--- config.mk ---
export PLATFORM = sky130hd
export DESIGN_NAME = bus_sel_reg
export DESIGN_NICKNAME = d
export VERILOG_FILES = /design/src/rtl/bus_pkg.sv /design/src/rtl/onehot_classify.sv /design/src/rtl/bus_sel_reg.sv
export SDC_FILE = /design/constraint.sdc
export NUM_CORES = 1
export LEC_CHECK = 0
export ABC_AREA = 1
export CORE_UTILIZATION = 33
export CTS_BUF_LIST = sky130_fd_sc_hd__clkbuf_4
export CTS_CLUSTER_SIZE = 24
export DETAILED_ROUTE_END_ITERATION = 12
export PLACE_DENSITY = 0.9
export SKIP_LAST_GASP = 1
export SLEW_MARGIN = 20
export SYNTH_ARGS = -nofsm -noshare
export SYNTH_HDL_FRONTEND = slang
export SYNTH_SLANG_ARGS = --single-unit
export TNS_END_PERCENT = 1
--- constraint.sdc ---
create_clock -name clk -period 1 [get_ports clk]
set_input_delay 0.2 -clock clk [delete_from_list [all_inputs] [get_ports clk]]
set_output_delay 0.2 -clock clk [all_outputs]
set_load 0.005 [all_outputs]
--- src/rtl/bus_pkg.sv ---
// Shared types and constants for the output-bus selector family.
// Latency: n/a (declarations only).
// Backpressure: n/a.
//
// Contents:
//   idx_w(n)     - index width for an n-way one-hot select, never below 1
//   sel_class_t  - classification of a one-hot select vector
//   BUS_WIDTH    - default bus word width
//   BUS_N_SRC    - default number of bus sources
package bus_pkg;

  localparam int BUS_WIDTH = 8;
  localparam int BUS_N_SRC = 6;

  typedef enum logic [1:0] {
    SEL_ZERO  = 2'd0,
    SEL_ONE   = 2'd1,
    SEL_MULTI = 2'd2
  } sel_class_t;

  // A 1-bit index is still needed for n <= 2, where clog2 would give 0 or 1.
  function automatic int idx_w(input int n);
    int w;
    w = $clog2(n);
    return (w < 1) ? 1 : w;
  endfunction

endpackage

--- src/rtl/onehot_classify.sv ---
// Classifies a select vector as zero / one-hot / multi-hot and encodes its index.
// Latency: purely combinational.
// Backpressure: none.
//
// Ports:
//   sel       in  N_SRC  select vector, bit i selects source i
//   sel_class out        SEL_ZERO, SEL_ONE or SEL_MULTI
//   sel_idx   out IDX_W  encoded index; meaningful only when sel_class is SEL_ONE
module onehot_classify
  import bus_pkg::*;
#(
  parameter  int N_SRC = BUS_N_SRC,
  localparam int IDX_W = idx_w(N_SRC)
) (
  input  logic [N_SRC-1:0] sel,
  output sel_class_t       sel_class,
  output logic [IDX_W-1:0] sel_idx
);

  logic any_set;
  logic multi_set;

  // Two running flags are enough: 'multi' trips as soon as a set bit is
  // seen after another one, so no full popcount is needed.
  always_comb begin
    any_set   = 1'b0;
    multi_set = 1'b0;
    for (int i = 0; i < N_SRC; i++) begin
      multi_set = multi_set | (any_set & sel[i]);
      any_set   = any_set | sel[i];
    end
  end

  // OR of the indices of all set bits. Exact for a one-hot input; garbage
  // otherwise, which callers must ignore outside SEL_ONE.
  always_comb begin
    sel_idx = '0;
    for (int i = 0; i < N_SRC; i++) begin
      if (sel[i]) begin
        sel_idx = sel_idx | IDX_W'(i);
      end
    end
  end

  always_comb begin
    sel_class = SEL_ZERO;
    if (multi_set) begin
      sel_class = SEL_MULTI;
    end else if (any_set) begin
      sel_class = SEL_ONE;
    end
  end

endmodule

--- src/rtl/bus_sel_reg.sv ---
// Registered one-hot bus selector with multi-hot conflict detection.
// Latency: 1 cycle from select/data to bus_out and status outputs.
// Backpressure: none; accepts a new select every cycle.
//
// Ports:
//   clk, rst_n       clock and asynchronous active-low reset
//   src_sel          one-hot source select (N_SRC bits)
//   src_data         flattened source words, source i at [i*WIDTH +: WIDTH]
//   err_clear        synchronous clear of conflict_sticky / conflict_cnt
//   bus_out          registered bus word
//   bus_valid        bus_out came from exactly one source last cycle
//   bus_src          index of the last legal driver
//   conflict         pulse: last cycle's select was multi-hot
//   conflict_sticky  a conflict has occurred since reset / last clear
//   conflict_cnt     saturating conflict count
module bus_sel_reg
  import bus_pkg::*;
#(
  parameter  int WIDTH     = BUS_WIDTH,
  parameter  int N_SRC     = BUS_N_SRC,
  parameter  bit HOLD_IDLE = 1'b0,
  parameter  int CNT_W     = 4,
  localparam int IDX_W     = idx_w(N_SRC)
) (
  input  logic                   clk,
  input  logic                   rst_n,
  input  logic [N_SRC-1:0]       src_sel,
  input  logic [N_SRC*WIDTH-1:0] src_data,
  input  logic                   err_clear,
  output logic [WIDTH-1:0]       bus_out,
  output logic                   bus_valid,
  output logic [IDX_W-1:0]       bus_src,
  output logic                   conflict,
  output logic                   conflict_sticky,
  output logic [CNT_W-1:0]       conflict_cnt
);

  localparam logic [CNT_W-1:0] CNT_MAX = {CNT_W{1'b1}};

  sel_class_t       sel_class;
  logic [IDX_W-1:0] sel_idx;
  logic [WIDTH-1:0] sel_word;
  logic [CNT_W-1:0] cnt_nxt;
  logic             sticky_nxt;

  onehot_classify #(
    .N_SRC(N_SRC)
  ) u_classify (
    .sel      (src_sel),
    .sel_class(sel_class),
    .sel_idx  (sel_idx)
  );

  // AND-OR slice mux driven straight from the select bits. Only used for
  // SEL_ONE, so the multi-hot OR of several words never reaches the bus.
  always_comb begin
    sel_word = '0;
    for (int i = 0; i < N_SRC; i++) begin
      sel_word = sel_word | (src_data[i*WIDTH +: WIDTH] & {WIDTH{src_sel[i]}});
    end
  end

  // Conflict status: a new conflict in the same cycle as err_clear wins and
  // restarts the count at one rather than being lost.
  always_comb begin
    cnt_nxt    = conflict_cnt;
    sticky_nxt = conflict_sticky;
    if (sel_class == SEL_MULTI) begin
      sticky_nxt = 1'b1;
      if (err_clear) begin
        cnt_nxt = CNT_W'(1);
      end else if (conflict_cnt != CNT_MAX) begin
        cnt_nxt = conflict_cnt + CNT_W'(1);
      end
    end else if (err_clear) begin
      sticky_nxt = 1'b0;
      cnt_nxt    = '0;
    end
  end

  always_ff @(posedge clk or negedge rst_n) begin
    if (!rst_n) begin
      bus_out   <= '0;
      bus_valid <= 1'b0;
      bus_src   <= '0;
      conflict  <= 1'b0;
    end else begin
      unique case (sel_class)
        SEL_ONE: begin
          bus_out   <= sel_word;
          bus_valid <= 1'b1;
          bus_src   <= sel_idx;
          conflict  <= 1'b0;
        end
        SEL_MULTI: begin
          // Multi-hot always blanks the bus, even in hold mode.
          bus_out   <= '0;
          bus_valid <= 1'b0;
          conflict  <= 1'b1;
        end
        default: begin
          if (!HOLD_IDLE) begin
            bus_out <= '0;
          end
          bus_valid <= 1'b0;
          conflict  <= 1'b0;
        end
      endcase
    end
  end

  always_ff @(posedge clk or negedge rst_n) begin
    if (!rst_n) begin
      conflict_sticky <= 1'b0;
      conflict_cnt    <= '0;
    end else begin
      conflict_sticky <= sticky_nxt;
      conflict_cnt    <= cnt_nxt;
    end
  end

endmodule

==> run summary <==
outcome -> finished, violations left
violated checks -> setup timing
startpoint kind of the worst setup timing path -> flip-flop
combinational family with the most area after synthesis -> simple AND/OR/NAND/NOR gates
post-route antenna net violation count -> 0
post-synthesis xor/xnor area fraction -> 0.007955
critical path peak fanout -> 3
register clock-pin slew on the reported worst setup and hold paths -> 0.10 ns
pin count of the biggest net entering global routing -> 19
crit-path cells -> buf_6 -> ha_4 -> nand2_2 -> inv_2 -> nand3_4 -> nand2_2 -> inv_2 -> nand3_2 -> nand2_1
share of the yosys chip area belonging to registers -> 0.4091
post-synthesis average cell area -> 7.754 µm²
Buffers on Ports -> 74
number of synthesized flops with an enable pin -> 0
Layout Utilization -> 0.6774
RSZ-0062 raised after global routing -> yes
antenna fix cells -> 0
antenna violations before repair -> 0
final period utilization -> 1.204
post-detail-place hpwl -> 2809 µm
post-synthesis cell area -> 1101 µm²
FF+latch count, synth -> 18
last weighted congestion value of the routability-driven placer -> 0.8589
count of unresolved DRC violations after routing -> 0
area share of the largest cell type after synthesis -> 0.4091
hold-fix buffer count after cts -> 0
worst slack, placed -> -0.5922 ns
placement row count -> 20
dominant register cell in the synthesized netlist -> dfrtp_1
clock latency on the worst-skew pair -> 0.29 ns
initial cell density of the core -> 0.3548
Worst-Margin Slew -> 0.2476 ns
cell area after placement -> 1988 µm²
worst r2r src -> conflict_cnt[1]
Num CTS Buffers -> 3
Hold WS -> 0.2310 ns
hold violation count in the final report -> 0
MaxCap Viol Count -> 0
Worst Path Required -> 1.23 ns
first-pass iteration count of the detailed router -> 4
fraction of the mapped netlist area in adder cells -> 0.01136
via count of the first global-routing pass -> 1285
Bufs on Longest Clock Path -> 2
Synth Net Count -> 200
Avg WL per Cell -> 12.87 µm
arrival time worst endpoint -> 1.44 ns
GR Overflow Total -> 0
min setup slack post-route -> -0.2044 ns
clock skew -> 0.0006161 ns
area of the placeable core -> 3103 µm²
basic-gate share of the synthesized area counting and, or, nand and nor cells -> 0.3739
multiplexer share of the synthesized area -> 0
setup_tns -> -3.030 ns
timing startpoint of the critical path -> conflict_cnt[1]
Area Overhead vs Synth -> 90.91%
wire length of the first global-routing pass -> 5671 µm
die height -> 59.76 µm
worst relative slew slack -> 0.8336
slowest stage cell, crit path -> dfrtp_1
Crit path largest cell delay -> 0.41 ns
kind of cell adding the most delay to the critical path -> flip-flops
Synth area leader -> dfrtp_1
Compound-Gate Fraction of Synth Area -> 0.1170
CTS sink count -> 18
layout cells sized above 1 -> 0.2353
Detailed Route Iter0 Violations -> 23
Tmin final -> 1.204 ns
post-synth cell types -> 26
Die X -> 59.76 µm
static leakage power -> 1.021 nW
combined global-route utilization of all metal layers -> 0.2105
share of flip-flops with an asynchronous set or reset -> 1.000
number of instances in the synthesized netlist -> 142
biggest area contributors in the synthesized netlist -> dfrtp_1 (41%), nand2_1 (22%), a21oi_2 (6.4%)
CTS H-Tree Depth -> 1
endpoints failing setup -> 22
class of the most critical setup path -> reg2reg
hold crit path type -> in2async
mean number of vias per cell -> 4.738
max-slew violation count -> 0
total buffers and inverters traversed by the critical path -> 3
final WL -> 3630 µm
maximum frequency from static timing analysis -> 0.8303 GHz
Pwr per Cell Area -> 970.0 nW/µm²
clock tree from TritonCTS -> yes
DIE AREA -> 3571 µm²
warning count from the yosys run -> 0
sort of element at the end of the critical path -> flip-flop
total number of vias -> 1336
summed area of non-filler cells in the final layout -> 2102 µm²
Peak supply drop -> 0.3953 mV
cell at the root of the clock tree -> clkbuf_4
number of nets in the layout -> 297
I/O pin count -> 75
fill cell total of the finished layout -> 287
final cells by class:
| class | count | area (µm²) | share of cell area |
|---|---|---|---|
| Inverter | 6 | 22.52 | 0.01071 |
| Timing Repair Buffer | 98 | 910.9 | 0.4333 |
| Sequential cell | 18 | 450.4 | 0.2143 |
| Tap cell | 44 | 55.05 | 0.02619 |
| Clock inverter | 1 | 3.754 | 0.001786 |
| Clock buffer | 3 | 22.52 | 0.01071 |
| Multi-Input combinational cell | 112 | 636.9 | 0.3030 |
per-stage QoR:
| stage | cells | total power (W) |
|---|---|---|
| after floorplan | 142 | 0.001106 |
| after global placement | 271 | 0.001602 |
| after detailed placement | 271 | 0.001628 |
| after CTS | 282 | 0.002013 |
| after global routing | 282 | 0.002155 |
| final | 282 | 0.002039 |
synthesized netlist by cell type (2+ instances only):
| master | number |
|---|---|
| nand2_1 | 65 |
| dfrtp_1 | 18 |
| a21oi_1 | 8 |
| a21oi_2 | 8 |
| nand4_1 | 8 |
| nand3_1 | 7 |
| inv_1 | 5 |
| buf_6 | 3 |
| buf_2 | 2 |
| nor3_1 | 2 |
kinds of logic after synthesis:
kind of cell | count (synthesis)
simple gates | 90
compound gates | 19
flops | 18
buf+inv | 13
xor+xnor | 1
fa+ha+maj | 1
sequential cells by signal (all words and copies together) (netlist names):
name / flops
bus_src: 3
conflict: 1
bus_valid: 1
conflict_sticky: 1
bus_out: 8
conflict_cnt: 4
routing by layer:
metal | vias to the layer above | wire length, µm | part of all wire | global-route usage
met5 | - | 0 | 0 | 0
met4 | 0 | 51 | 0.014 | 0.04651
met3 | 6 | 160 | 0.044 | 0.02814
met2 | 50 | 1905 | 0.52 | 0.3873
met1 | 624 | 1513 | 0.42 | 0.2580
li1 | 656 | - | - | -
layout by cell type (no fill, tap or decap), types with 4 or more instances in the layout:
master / n
dfrtp_1: 18
nand2_1: 60
nand2_2: 5
buf_4: 21
clkdlybuf4s50_1: 50
a21oi_2: 8
dlygate4sd2_1: 22
a21oi_1: 8
nand3_1: 4
nand4_1: 8
worst paths after layout:
path	end	cells after the start	slack (ns)
worst max-delay path	conflict_cnt[1]	9	-0.20
worst max register to register	conflict_cnt[1]	9	-0.20
min in group clk	conflict_sticky	5	0.43
worst min-delay path	bus_src[2]	2	0.23
worst min register to register	bus_src[1]	3	0.58
max in group asynchronous	bus_out[3]	2	0.65
power breakdown:
part | switching (W) | internal (W) | total [W]
registers | 0.0000350 | 0.000796 | 0.000831
logic | 0.000335 | 0.000511 | 0.000845
clock network | 0.000217 | 0.000145 | 0.000362
total | 0.000587 | 0.00145 | 0.00204
timing repair:
action	4_1_cts	5_1_grt
gates resized for setup	35	7
pin swaps	9	2
buffers inserted	6	0
endpoints found under the setup margin	35	36
cloned	1	0
No activity file was read; power rests on OpenSTA's default activity.
